$ cat config.mk
export PLATFORM = sky130hd
export DESIGN_NAME = set_cond_unit_flat
export DESIGN_NICKNAME = d
export VERILOG_FILES = /design/src/rtl/set_cond_pkg.sv /design/src/rtl/set_cond_unit_if.sv /design/src/rtl/set_cond_unit_flags.sv /design/src/rtl/set_cond_unit.sv /design/src/flat_wrapper.sv
export SDC_FILE = /design/constraint.sdc
export NUM_CORES = 1
export LEC_CHECK = 0
export ABC_AREA = 1
export BUFFER_PORTS_ARGS = -buffer_cell sky130_fd_sc_hd__buf_4
export CAP_MARGIN = 10
export CORE_MARGIN = 2
export CORE_UTILIZATION = 45
export CTS_BUF_LIST = sky130_fd_sc_hd__clkbuf_4 sky130_fd_sc_hd__clkbuf_8
export CTS_CLUSTER_SIZE = 16
export DETAILED_ROUTE_END_ITERATION = 8
export PLACE_DENSITY = 0.75
export SETUP_SLACK_MARGIN = 0.02
export SYNTH_ARGS = -nofsm -noshare
export SYNTH_HDL_FRONTEND = slang
export SYNTH_SLANG_ARGS = --single-unit
$ cat constraint.sdc
create_clock -name clk -period 8.1 [get_ports clk]
set_clock_uncertainty 0.15 [all_clocks]
set_input_delay 0.81 -clock clk [delete_from_list [all_inputs] [get_ports clk]]
set_output_delay 0.81 -clock clk [all_outputs]
set_load 0.005 [all_outputs]
$ cat src/rtl/set_cond_pkg.sv
// Shared encodings for the compare-and-set unit: condition opcodes, flag bit
// positions and the condition evaluator used by stage 2.
package set_cond_pkg;

    localparam logic [3:0] OP_SEQ  = 4'd0;
    localparam logic [3:0] OP_SNE  = 4'd1;
    localparam logic [3:0] OP_SLT  = 4'd2;
    localparam logic [3:0] OP_SGT  = 4'd3;
    localparam logic [3:0] OP_SLE  = 4'd4;
    localparam logic [3:0] OP_SGE  = 4'd5;
    localparam logic [3:0] OP_SLTU = 4'd6;
    localparam logic [3:0] OP_SGTU = 4'd7;
    localparam logic [3:0] OP_SLEU = 4'd8;
    localparam logic [3:0] OP_SGEU = 4'd9;

    localparam int F_Z = 3;
    localparam int F_N = 2;
    localparam int F_C = 1;
    localparam int F_V = 0;

    typedef struct packed {
        logic illegal;
        logic cond;
    } cond_res_t;

    // Unassigned opcodes report illegal with a zero condition.
    function automatic cond_res_t eval_cond(input logic [3:0] op, input logic [3:0] flags);
        cond_res_t r;
        logic      z;
        logic      lt_s;
        logic      lt_u;
        z         = flags[F_Z];
        lt_s      = flags[F_N] ^ flags[F_V];
        lt_u      = ~flags[F_C];
        r.illegal = 1'b0;
        r.cond    = 1'b0;
        case (op)
            OP_SEQ:  r.cond = z;
            OP_SNE:  r.cond = ~z;
            OP_SLT:  r.cond = lt_s;
            OP_SGT:  r.cond = ~lt_s & ~z;
            OP_SLE:  r.cond = lt_s | z;
            OP_SGE:  r.cond = ~lt_s;
            OP_SLTU: r.cond = lt_u;
            OP_SGTU: r.cond = ~lt_u & ~z;
            OP_SLEU: r.cond = lt_u | z;
            OP_SGEU: r.cond = ~lt_u;
            default: r.illegal = 1'b1;
        endcase
        return r;
    endfunction

endpackage

$ cat src/rtl/set_cond_unit_if.sv
// Valid/ready bus of the compare-and-set unit: operand/op request side and
// result/flags response side.
interface set_cond_unit_if #(
    parameter int WIDTH     = 32,
    parameter int RES_WIDTH = 32
);
    logic                 in_valid;
    logic                 in_ready;
    logic [WIDTH-1:0]     in_a;
    logic [WIDTH-1:0]     in_b;
    logic [3:0]           in_op;
    logic                 out_valid;
    logic                 out_ready;
    logic [RES_WIDTH-1:0] out_result;
    logic [3:0]           out_flags;
    logic                 out_illegal;

    modport master (
        output in_valid, in_a, in_b, in_op, out_ready,
        input  in_ready, out_valid, out_result, out_flags, out_illegal
    );

    modport slave (
        input  in_valid, in_a, in_b, in_op, out_ready,
        output in_ready, out_valid, out_result, out_flags, out_illegal
    );
endinterface

$ cat src/rtl/set_cond_unit_flags.sv
// Combinational subtractor A-B producing the difference and {Z,N,C,V};
// C is the carry out of a + ~b + 1, i.e. set when no borrow occurred.
module cond_sub_flags #(
    parameter int WIDTH = 32
) (
    input  logic [WIDTH-1:0] a_i,
    input  logic [WIDTH-1:0] b_i,
    output logic [WIDTH-1:0] d_o,
    output logic             z_o,
    output logic             n_o,
    output logic             c_o,
    output logic             v_o
);
    logic [WIDTH:0] sum_s;

    assign sum_s = {1'b0, a_i} + {1'b0, ~b_i} + {{WIDTH{1'b0}}, 1'b1};
    assign d_o   = sum_s[WIDTH-1:0];
    assign c_o   = sum_s[WIDTH];
    assign z_o   = (d_o == {WIDTH{1'b0}});
    assign n_o   = d_o[WIDTH-1];
    assign v_o   = (a_i[WIDTH-1] != b_i[WIDTH-1]) && (d_o[WIDTH-1] != a_i[WIDTH-1]);
endmodule

$ cat src/rtl/set_cond_unit.sv
// Two-stage pipelined compare-and-set unit: stage 1 captures operands, stage 2
// subtracts, evaluates the selected condition and holds the result for the consumer.
module set_cond_unit
    import set_cond_pkg::*;
#(
    parameter int WIDTH     = 32,
    parameter int RES_WIDTH = 32
) (
    input logic            clk,
    input logic            rst,
    set_cond_unit_if.slave bus
);
    logic                 s1_valid_q, s1_valid_d;
    logic [WIDTH-1:0]     s1_a_q, s1_a_d;
    logic [WIDTH-1:0]     s1_b_q, s1_b_d;
    logic [3:0]           s1_op_q, s1_op_d;
    logic                 s2_valid_q, s2_valid_d;
    logic [RES_WIDTH-1:0] s2_result_q, s2_result_d;
    logic [3:0]           s2_flags_q, s2_flags_d;
    logic                 s2_illegal_q, s2_illegal_d;

    logic                 s1_adv_s;
    logic                 s2_adv_s;
    logic [WIDTH-1:0]     d_s;
    logic                 z_s, n_s, c_s, v_s;
    logic [3:0]           flags_s;
    cond_res_t            cres_s;
    logic                 unused_d_s;

    // A stage may advance when it is empty or its successor can take its content.
    assign s2_adv_s     = ~s2_valid_q | bus.out_ready;
    assign s1_adv_s     = ~s1_valid_q | s2_adv_s;
    assign bus.in_ready = s1_adv_s;

    cond_sub_flags #(.WIDTH(WIDTH)) u_sub (
        .a_i (s1_a_q),
        .b_i (s1_b_q),
        .d_o (d_s),
        .z_o (z_s),
        .n_o (n_s),
        .c_o (c_s),
        .v_o (v_s)
    );

    // The raw difference is only of interest to other users of the subtractor.
    assign unused_d_s = ^d_s;
    assign flags_s    = {z_s, n_s, c_s, v_s};
    assign cres_s     = eval_cond(s1_op_q, flags_s);

    // Stage 1 next state: capture operands on an input transfer.
    always_comb begin
        s1_valid_d = s1_valid_q;
        s1_a_d     = s1_a_q;
        s1_b_d     = s1_b_q;
        s1_op_d    = s1_op_q;
        if (s1_adv_s) begin
            s1_valid_d = bus.in_valid;
            if (bus.in_valid) begin
                s1_a_d  = bus.in_a;
                s1_b_d  = bus.in_b;
                s1_op_d = bus.in_op;
            end else begin
                s1_op_d = s1_op_q;
            end
        end else begin
            s1_valid_d = s1_valid_q;
        end
    end

    // Stage 2 next state: latch condition and flags; hold while the consumer stalls.
    always_comb begin
        s2_valid_d   = s2_valid_q;
        s2_result_d  = s2_result_q;
        s2_flags_d   = s2_flags_q;
        s2_illegal_d = s2_illegal_q;
        if (s2_adv_s) begin
            s2_valid_d = s1_valid_q;
            if (s1_valid_q) begin
                s2_result_d    = {RES_WIDTH{1'b0}};
                s2_result_d[0] = cres_s.cond;
                s2_flags_d     = flags_s;
                s2_illegal_d   = cres_s.illegal;
            end else begin
                s2_result_d = s2_result_q;
            end
        end else begin
            s2_valid_d = s2_valid_q;
        end
    end

    // Pipeline registers; reset drops everything in flight.
    always_ff @(posedge clk or posedge rst) begin
        if (rst) begin
            s1_valid_q   <= 1'b0;
            s1_a_q       <= {WIDTH{1'b0}};
            s1_b_q       <= {WIDTH{1'b0}};
            s1_op_q      <= 4'd0;
            s2_valid_q   <= 1'b0;
            s2_result_q  <= {RES_WIDTH{1'b0}};
            s2_flags_q   <= 4'd0;
            s2_illegal_q <= 1'b0;
        end else begin
            s1_valid_q   <= s1_valid_d;
            s1_a_q       <= s1_a_d;
            s1_b_q       <= s1_b_d;
            s1_op_q      <= s1_op_d;
            s2_valid_q   <= s2_valid_d;
            s2_result_q  <= s2_result_d;
            s2_flags_q   <= s2_flags_d;
            s2_illegal_q <= s2_illegal_d;
        end
    end

    assign bus.out_valid   = s2_valid_q;
    assign bus.out_result  = s2_result_q;
    assign bus.out_flags   = s2_flags_q;
    assign bus.out_illegal = s2_illegal_q;
endmodule

$ cat src/flat_wrapper.sv
// flat-port wrapper written by rule: the top's interface ports become plain ports
module set_cond_unit_flat import set_cond_pkg::*;
#(
    parameter int WIDTH     = 32,
    parameter int RES_WIDTH = 32
)
  (clk, rst, bus_in_valid, bus_in_a, bus_in_b, bus_in_op, bus_out_ready, bus_in_ready, bus_out_valid, bus_out_result, bus_out_flags, bus_out_illegal);
  set_cond_unit_if #(.WIDTH(WIDTH), .RES_WIDTH(RES_WIDTH)) bus_i ();
  input logic clk;
  input logic rst;
  input wire logic [$bits(bus_i.in_valid)-1:0] bus_in_valid;
  input wire logic [$bits(bus_i.in_a)-1:0] bus_in_a;
  input wire logic [$bits(bus_i.in_b)-1:0] bus_in_b;
  input wire logic [$bits(bus_i.in_op)-1:0] bus_in_op;
  input wire logic [$bits(bus_i.out_ready)-1:0] bus_out_ready;
  output wire logic [$bits(bus_i.in_ready)-1:0] bus_in_ready;
  output wire logic [$bits(bus_i.out_valid)-1:0] bus_out_valid;
  output wire logic [$bits(bus_i.out_result)-1:0] bus_out_result;
  output wire logic [$bits(bus_i.out_flags)-1:0] bus_out_flags;
  output wire logic [$bits(bus_i.out_illegal)-1:0] bus_out_illegal;
  assign bus_i.in_valid = bus_in_valid;
  assign bus_i.in_a = bus_in_a;
  assign bus_i.in_b = bus_in_b;
  assign bus_i.in_op = bus_in_op;
  assign bus_i.out_ready = bus_out_ready;
  assign bus_in_ready = bus_i.in_ready;
  assign bus_out_valid = bus_i.out_valid;
  assign bus_out_result = bus_i.out_result;
  assign bus_out_flags = bus_i.out_flags;
  assign bus_out_illegal = bus_i.out_illegal;
  set_cond_unit #(.WIDTH(WIDTH), .RES_WIDTH(RES_WIDTH)) u_core (.clk(clk), .rst(rst), .bus(bus_i));
endmodule
==> impl_metrics.ini, run 1 <==
[status]
status = finished clean

[synth]
ys_seq_area_share_pct = 31.28
ys_types = 35
yosysTopAreaCell = dfrtp_1
ys.flop_type = dfrtp_1
ys_warn_count = 0
yosysMostFrequentCell = nand2_1
netlist_area_sq_um = 6081
synth_top_area_share_pct = 31.28
synthTopCellsByCount = nand2_1 (295), inv_1 (177), nor2_1 (107)
synthArstFlopShare_pct = 100.0
syn_inst = 927
synth_edf_count = 0
syn_avg_cell_area_sq_um = 6.560
ys_ff_latch = 76
synth_area_leaders = dfrtp_1 (31%), nand2_1 (18%), inv_1 (11%), nor2_1 (6.6%), ha_1 (6.6%)

[clock_tree]
post_cts_buffers = 0
cts_tree = yes
clkLatencyLatePin_ns = 0.37
cts.clk_slew.worst_paths_ns = 0.07
cts-resized-gates = 0
cts.sinks = 76
hold_buffers = 0
cts_root_buf = clkbuf_8
htree_levels = 3
cts_buffer_depth = 2
cts_buffers = 9

[detailed_routing]
vias = 5666
wl_met2_um = 6099
firstDrtPassIters = 5
dr_wl_met3_um = 1019
drt_iter0_drc = 367
drc_errors = 0
routed_via_density = 4.777
wl_um = 14450
routed.top_layer = met4
wl_met1_um = 6848
drtAntennaViolNets = 0
routedWlPerCell_um = 12.19

[worst_setup_path]
startpoint = u_core.s1_b_q[24]$_DFFE_PP0P_
reg2reg_depth = 28
cp_slowest_cell = fa_1
critPathLaunchType = register
required_ns = 8.21
critPathMaxFanout = 5
max_stage_delay_ns = 0.53
crit_path_end = u_core.bus.out_result[0]$_DFFE_PP0P_
reg2reg_setup_slack_ns = 4.27
crit_arrival_ns = 3.94
timing.rr.end = u_core.bus.out_result[0]$_DFFE_PP0P_
worst_setup_path_end_kind = register
cp_common_cell = nand2_1
r2r_start = u_core.s1_b_q[24]$_DFFE_PP0P_
critPathKind = reg -> reg

[pwr]
combPwrFrac_pct = 52.2
finalPower_w = 0.001551
irDropWorstVdd_v = 0.0001013
switching_share_pct = 44.30
power_frac_clock_pct = 17.3
p_sw_w = 0.0006871
power_frac_seq_pct = 30.5
internal-power_w = 0.0008639
power_leakage_nw = 4.047
power.density_nw_per_um2 = 223.9

[die]
coreArea_sq_um = 13240
rows = 42
start_util_pct = 45.92
die-area_sq_um = 14460
die_h_um = 120.2
io_pins = 111
die_width_um = 120.2

[place]
placed_area_sq_um = 6751
post-dp-hpwl_um = 11770
io_buffer_count = 79
gp_congestion = 1.067

[layout]
final_area_sq_um = 6928
insertedDiodeCount = 0
nets = 1112
area_growth_pct = 13.93
drive_gt1_share_pct = 14.85

[job]
max-cap-violations = 0

[sta]
maxSlewViolCount = 0
slew_headroom_pct = 37.06
finalSetupViolations = 0
setup_tns_ns = 0
finalHoldViolations = 0
worstMarginPinSlew_ns = 0.9441
rsz0062_at_grt = false
max_freq_mhz = 261.4
timing.final.crit_share_pct = 47.22
min_period_ns = 3.825

[grt]
antenna_found_initial = 0
grt_pass1_vias = 5320
overflow = 0
grt_max_degree = 77
grtUsageTotal_pct = 21.66
grt_pass1_wl_um = 24830

[min_path]
min_path_type = reg -> reg
hp-start = u_core.bus.out_illegal$_DFFE_PP0P_
[worst max-delay path: cells and delay by family, from the launching register on]
| kind | cells | cell delay (ns) |
|---|---|---|
| flip-flops | 1 | 0.33 |
| AO/OA/AOI/OAI | 1 | 0.07 |
| buffers and inverters | 3 | 0.22 |
| AND/OR/NAND/NOR | 22 | 1.99 |
| adder cells (fa/ha/maj) | 2 | 0.94 |
[cell usage in the layout (no fill, tap or decap), types with 4 or more instances in the layout]
cell type and n:
nand2_2 5, nand4_1 17, clkbuf_8 11, and2_1 4
a21oi_1 51, buf_4 81, conb_1 31, dfrtp_1 76
mux2_2 31, ha_1 32, nor3_1 8, nor2_2 5
nor2_1 107, inv_1 176, o21ai_0 6, nand2_1 294
nand3_1 40
[worst min-delay path by stage]
| stage | slack (ns) | depth (start not counted) | endpoint |
|---|---|---|---|
| after detailed placement | 0.33 | 2 | u_core.bus.out_illegal$_DFFE_PP0P_ |
| after CTS | 0.35 | 2 | u_core.bus.out_illegal$_DFFE_PP0P_ |
| final | 0.34 | 2 | u_core.bus.out_illegal$_DFFE_PP0P_ |
| after global routing | 0.38 | 1 | u_core.s1_a_q[7]$_DFFE_PP0P_ |
| after global placement | 0.32 | 2 | u_core.bus.out_illegal$_DFFE_PP0P_ |
| after floorplan | 0.32 | 2 | u_core.bus.out_result[0]$_DFFE_PP0P_ |
[registers in the layout, summed over array words and instances, names as in the netlist]
name / count
u_core.s1_a_q: 32
u_core.s1_b_q: 32
u_core.bus.out_flags: 4
u_core.s1_op_q: 4
u_core.bus.out_illegal: 1
u_core.bus.out_result: 1
u_core.bus.out_valid: 1
u_core.s1_valid_q: 1
[logic make-up (layout without fill, tap and decap cells)]
family | after synthesis | in the layout | synth area share [%]
xor gates and xnor gates | 4 | 4 | 0.5762
other | 1 | 31 | 0.06167
and+or+nand+nor | 492 | 492 | 33.58
AOI/OAI and AO/OA | 67 | 67 | 5.905
DFF | 76 | 76 | 31.28
adders and majority gates | 34 | 34 | 7.243
buffers and inverters | 222 | 275 | 15.62
muxes | 31 | 31 | 5.741
[area by class of cell]
type	instances	area (sq um)
clock buffers	13	166.4
clock inverters	2	10.01
fillers	1360	6315
inverters	179	671.9
multi-input cells	659	3349
flip-flops and latches	76	1902
well taps	176	220.2
repair buffers	81	608.1
[per-stage QoR]
step	hold slack (ns)	std cells	util, %	setup WS [ns]
after floorplan	0.3224	957	-	4.708
after global placement	0.3236	1171	50.98	4.369
after detailed placement	0.3337	1171	50.98	4.301
after CTS	0.3514	1186	52.31	4.276
after global routing	0.3805	1186	52.31	3.741
final	0.3441	1186	52.31	4.275
[layer usage]
layer / vias to the layer above / global-route usage, %
li1: 2937 / -
met1: 2506 / 30.38
met2: 190 / 32.78
met3: 33 / 3.962
met4: 0 / 9.375
met5: - / 0
[power by group through the flow]
stage	logic (W)	registers, W	clock network [W]
after floorplan	0.000602	0.000473	0
after global placement	0.000790	0.000479	0
after detailed placement	0.000797	0.000481	0
final	0.000810	0.000473	0.000268
after CTS	0.000801	0.000474	0.000276
after global routing	0.000930	0.000482	0.000295
No activity file was read; power rests on OpenSTA's default activity.
==> run 2, diff against run 1 <==
- ABC_AREA: 1 -> 0
- PLACE_DENSITY: 0.75 -> 0.78
- clock period: 8.1 -> 3.1 ns (I/O delays scaled with it)
==> run 2 against run 1 <==
- synthesized cell count shrank 34%
- the flow now finishes with violations (setup timing)
- count of clock-buffer cells in the layout shrank 3
- cell count shrank 17%
==> impl_metrics.ini, run 2 <==
[synth]
synth_top_area_share_pct = 33.39
syn_avg_cell_area_sq_um = 9.291
ys_seq_area_share_pct = 33.39
ys.flop_type = dfrtp_1
yosysTopAreaCell = dfrtp_1
synth_xor_area_share_pct = 1.230
syn_inst = 613
synth-compound-area-share_pct = 17.90
synth_fa_ha_area_share_pct = 7.733
synth_top_family_by_area = compound AO/OA/AOI/OAI gates
synth_area_leaders = dfrtp_1 (33%), mux2_2 (13%), ha_1 (7.0%), a21oi_1 (4.5%), buf_4 (4.1%)
synthTopCellsByCount = dfrtp_1 (76), mux2_2 (68), a21oi_1 (51)
ys_warn_count = 0
synthArstFlopShare_pct = 100.0
ys_ff_latch = 76
synth_edf_count = 0
synth-simple-area-share_pct = 14.98
synth_mux_area_share_pct = 14.26
yosysMostFrequentCell = dfrtp_1
ys_types = 71
netlist_area_sq_um = 5695

[sta]
finalSetupViolations = 3
maxSlewViolCount = 0
worst_slack_ns = -1.973
slew_headroom_pct = 52.69
worstMarginPinSlew_ns = 0.7086
max_freq_mhz = 197.1
rsz0062_at_grt = true
finalHoldViolations = 0
timing.final.crit_share_pct = 163.6
min_period_ns = 5.073

[detailed_routing]
routedWlPerCell_um = 16.61
vias = 5307
wl_um = 16440
drc_errors = 0
drtAntennaViolNets = 0
drt_iter0_drc = 294
firstDrtPassIters = 7
routed_via_density = 5.361

[worst_setup_path]
reg2reg_setup_slack_ns = -1.97
cp_slowest_cell = fa_1
r2r_start = u_core.s1_a_q[2]$_DFFE_PP0P_
max_stage_delay_ns = 0.56
timing.rr.end = u_core.bus.out_result[0]$_DFFE_PP0P_
crit_arrival_ns = 5.16
critPathLaunchType = register
critPathMaxFanout = 3
reg2reg_depth = 21
path_cells = ha_4 > o211ai_1 > a21o_1 > a211oi_4 > o31ai_4 > a21oi_2 > a21oi_1 > o21bai_1 > a21oi_2 > fa_1 > nand3_2 > nor4_2 > buf_4 > o31ai_2 > nor4_2 > nand4_1 > or4_1 > or4_4 > nor4_4 > a21o_2 > a31oi_1
path_buf_inv = 1
worst_setup_path_end_kind = register
crit_family = simple AND/OR/NAND/NOR gates
required_ns = 3.19
critPathKind = reg -> reg

[grt]
grtUsageTotal_pct = 24.56
antenna_found_initial = 0
grt_pass1_vias = 5262
grt_pass1_wl_um = 25540
overflow = 0
grt_max_degree = 46

[die]
die-area_sq_um = 13570
die_width_um = 116.5
start_util_pct = 45.69
die_h_um = 116.5
rows = 41
coreArea_sq_um = 12470
io_pins = 111

[pwr]
power_leakage_nw = 3.610
power.density_nw_per_um2 = 622.1
irDropWorstVdd_v = 0.0003664

[status]
status = finished with violations
violations = setup timing

[job]
max-cap-violations = 0

[place]
post-dp-hpwl_um = 13520
gp_congestion = 0.9166
placed_area_sq_um = 7254
io_buffer_count = 79
place_ws_ns = -2.226

[layout]
insertedDiodeCount = 0
layout_commonest_cell = buf_4
reg_top3 = u_core.s1_a_q x32, u_core.s1_b_q x32
final_cell_mix = buf_4 (216), dfrtp_1 (76), mux2_2 (68)
final_area_sq_um = 7677
area_growth_pct = 34.80
drive_gt1_share_pct = 42.91
nets = 919
utilization_pct = 61.59

[clock_tree]
clkLatencyLatePin_ns = 0.37
cts.clk_slew.worst_paths_ns = 0.08
cts.sinks = 76
cts_buffers = 9
cts_tree = yes
htree_levels = 3
cts_root_buf = clkbuf_8
cts_buffer_depth = 2

[min_path]
hp-start = bus_in_b[24]
whs_endpoint = u_core.s1_b_q[24]$_DFFE_PP0P_
min_path_type = in -> reg
hold_depth = 2
-- run 2: worst max-delay path by stage --
stage	start	end	slack, ns	depth (start not counted)
2_1_floorplan	u_core.s1_a_q[2]$_DFFE_PP0P_	u_core.bus.out_result[0]$_DFFE_PP0P_	-1.49	20
3_3_place_gp	u_core.s1_b_q[8]$_DFFE_PP0P_	u_core.bus.out_result[0]$_DFFE_PP0P_	-1.92	22
6_report	u_core.s1_a_q[2]$_DFFE_PP0P_	u_core.bus.out_result[0]$_DFFE_PP0P_	-1.97	21
4_1_cts	u_core.s1_a_q[2]$_DFFE_PP0P_	u_core.bus.out_result[0]$_DFFE_PP0P_	-2.01	21
5_1_grt	u_core.s1_b_q[6]$_DFFE_PP0P_	u_core.bus.out_result[0]$_DFFE_PP0P_	-2.21	21
3_5_place_dp	u_core.s1_b_q[8]$_DFFE_PP0P_	u_core.bus.out_result[0]$_DFFE_PP0P_	-2.23	22
-- run 2: repair_timing --
| action | in CTS | in global routing |
|---|---|---|
| pin swaps | 3 | 21 |
| setup endpoints to repair | 5 | 5 |
| gates resized for setup | 9 | 21 |
| setup buffers | 4 | 2 |
| endpoints found under the hold margin | 32 | 0 |
| hold buffers | 2 | 0 |
-- run 2: cell type report --
cell class                 instances  area [sq um]
sequential                        76          1902
inverter                          44         165.2
clock buffer                      10         137.6
timing repair buffer             221          1693
tap                              172         215.2
fill                            1079          4788
multi-input combinational        461          3477
clock inverter                     6         87.58
-- run 2: worst register-to-register path, cell delays in order, from the launching register on --
cell	delay [ns]
dfrtp_1	0.41
ha_4	0.28
o211ai_1	0.12
a21o_1	0.23
a211oi_4	0.28
o31ai_4	0.10
a21oi_2	0.18
a21oi_1	0.08
o21bai_1	0.19
a21oi_2	0.09
fa_1	0.56
nand3_2	0.09
nor4_2	0.16
buf_4	0.16
o31ai_2	0.06
nor4_2	0.23
nand4_1	0.10
or4_1	0.42
or4_4	0.45
nor4_4	0.35
a21o_2	0.17
a31oi_1	0.08
-- run 2: routing by layer --
layer | share of wire (%) | vias to the layer above | track usage [%] | wire (um)
met5 | 0 | - | 0 | 0
met4 | 0.88 | 0 | 5.476 | 145
met3 | 5.1 | 12 | 4.359 | 844
met2 | 49 | 177 | 41.59 | 8019
met1 | 45 | 2562 | 32.97 | 7433
li1 | - | 2556 | - | -
-- run 2: per-stage QoR --
stage	total power, W	hold WS (ns)	setup TNS [ns]	instances
final	0.004776	0.01534	-3.930	990
after global routing	0.005079	0.004595	-4.761	990
after CTS	0.004693	0.0005581	-4.220	988
after detailed placement	0.003771	0.3279	-5.264	966
after global placement	0.003711	0.3097	-4.255	966
after floorplan	0.002725	0.2684	-2.866	643
-- run 2: kinds of logic after synthesis --
family / after synthesis
compound gates: 156
xor+xnor: 8
fa+ha+maj: 34
buf+inv: 106
flops: 76
mux: 71
other cells: 1
simple gates: 161
-- run 2: report_power, final --
part	switching, W	internal [W]	total (W)
clock	0.000385	0.000475	0.000860
sequential	0.000101	0.00115	0.00125
combinational	0.00135	0.00132	0.00267
==> run 3, diff against run 2 <==
- PLACE_DENSITY: 0.78 -> 0.75
- clock period: 3.1 -> 6.1 ns (I/O delays scaled with it)
==> run 3 against run 2 <==
- the flow now finishes without violations
- register-to-register slack better by 2.7 ns
- cell count down 14%
- combinational power down 63%
- design area down 16%
- count of clock-buffer cells in the layout up 1
- fmax down 5.8%
- global-route usage down 2.4 points
- core utilization down 10 points
- setup slack better by 2.7 ns
- wire length down 13%
- critical path type unchanged
==> impl_metrics.ini, run 3 (synthesis gave the netlist of run 2 again) <==
[layout]
nFillCells = 1150
area_growth_pct = 12.76
nets = 780
reg_top3 = u_core.s1_a_q x32, u_core.s1_b_q x32
insertedDiodeCount = 0
finalNonFillerCells = 851
layout_commonest_cell = buf_4
drive_gt1_share_pct = 27.69
final_cell_mix = buf_4 (82), dfrtp_1 (76), mux2_2 (68)

[sta]
hold_slack_ns = 0.3094
maxSlewViolCount = 0
finalSetupViolations = 0
timing.final.crit_share_pct = 88.24
finalHoldViolations = 0
rsz0062_at_grt = false
min_period_ns = 5.383
setup_tns_ns = 0
worstMarginPinSlew_ns = 0.9520
max_freq_mhz = 185.8
slew_headroom_pct = 36.53
worst_slack_ns = 0.7174

[die]
start_util_pct = 45.69
die_h_um = 116.5
rows = 41
die-area_sq_um = 13570
die_width_um = 116.5
io_pins = 111
coreArea_sq_um = 12470

[worst_setup_path]
critPathLaunchType = register
critPathKind = reg -> reg
required_ns = 6.20
critPathMaxFanout = 9
worst_setup_path_end_kind = register
crit_arrival_ns = 5.48

[clock_tree]
cts_tree = yes
hold_buffers = 0
cts-resized-gates = 0
cts.clk_slew.worst_paths_ns = 0.09
clkLatencyLatePin_ns = 0.37
cts_root_buf = clkbuf_8
post_cts_buffers = 0
cts_buffer_depth = 2
cts_buffers = 9
htree_levels = 3
cts.sinks = 76

[min_path]
min_path_type = in -> reg

[pwr]
irDropWorstVdd_v = 0.0001815
power_leakage_nw = 2.904
power.density_nw_per_um2 = 314.7
finalPower_w = 0.002021

[place]
dp_cells = 835
io_buffer_count = 79
place_ws_ns = 0.7966
gp_congestion = 0.9191
post-dp-hpwl_um = 11360

[grt]
grtUsageTotal_pct = 22.15
grt_max_degree = 77
grt_pass1_wl_um = 23240
grt_pass1_vias = 4612
antenna_found_initial = 0
overflow = 0

[detailed_routing]
drtAntennaViolNets = 0
firstDrtPassIters = 5
drt_iter0_drc = 360
vias = 4785
routedWlPerCell_um = 16.85
routed_via_density = 5.623
drc_errors = 0
wl_um = 14340

[status]
status = finished clean

[job]
max-cap-violations = 0
run 3: cell types whose count changed in the layout (fill, tap and decap cells not counted), moves of 3 or more:
cell	change
o21ai_0	+3
buf_4	-134
ha_4	-4
a21oi_2	-9
ha_1	+5
a21oi_1	+10
run 3: area by class of cell:
cell class                 count  area [sq um]  share of cell area (%)
timing repair buffer          82         615.6                   9.585
sequential                    76          1902                   29.61
clock buffer                  11         151.4                   2.357
multi-input combinational    461          3314                   51.61
tap                          172         215.2                   3.351
clock inverter                 5         58.81                  0.9156
inverter                      44         165.2                   2.572
run 3: worst paths after layout:
path	startpoint	to	slack [ns]	cells past startpoint
worst max register to register	u_core.s1_b_q[6]$_DFFE_PP0P_	u_core.bus.out_result[0]$_DFFE_PP0P_	0.72	21
max in group asynchronous	rst	u_core.s1_a_q[14]$_DFFE_PP0P_	4.80	3
worst min-delay path	bus_in_a[7]	u_core.s1_a_q[7]$_DFFE_PP0P_	0.31	2
min in group asynchronous	rst	u_core.s1_b_q[25]$_DFFE_PP0P_	0.38	3
worst min register to register	u_core.bus.out_flags[3]$_DFFE_PP0P_	u_core.bus.out_flags[3]$_DFFE_PP0P_	0.34	2
worst max-delay path	u_core.s1_b_q[6]$_DFFE_PP0P_	u_core.bus.out_result[0]$_DFFE_PP0P_	0.72	21
run 3: report_power, final:
group          internal (W)  switching (W)
Clock              0.000212       0.000195
Sequential         0.000583      0.0000512
Combinational      0.000405       0.000576
run 3: worst max-delay path, stage by stage (launching register included):
cell,delay (ns)
dfrtp_1,0.35
inv_1,0.05
ha_1,0.41
a21oi_1,0.37
o21a_1,0.21
nor2_1,0.07
o31ai_1,0.39
a21oi_1,0.17
a21oi_1,0.18
o21bai_1,0.08
a21oi_1,0.17
fa_1,0.25
nand3_1,0.10
nor4_1,0.38
o31ai_1,0.15
nor4_2,0.23
nand4_1,0.12
or4_1,0.53
or4_4,0.44
nor4_4,0.21
a21o_2,0.18
a31oi_1,0.06
run 3: through the flow:
stage / util, % / instance area (sq um)
after floorplan: - / 5808
after global placement: 49.83 / 6212
after detailed placement: 49.83 / 6212
after CTS: 51.52 / 6422
after global routing: 51.52 / 6422
final: 51.52 / 6422
run 3: routing by layer:
layer / track usage, % / part of all wire [%] / up-vias / wire length [um]
li1: - / - / 2280 / -
met1: 29.92 / 45 / 2322 / 6411
met2: 36.43 / 47 / 171 / 6790
met3: 4.930 / 6.7 / 12 / 962
met4: 5.238 / 1.2 / 0 / 177
met5: 0 / 0 / - / 0
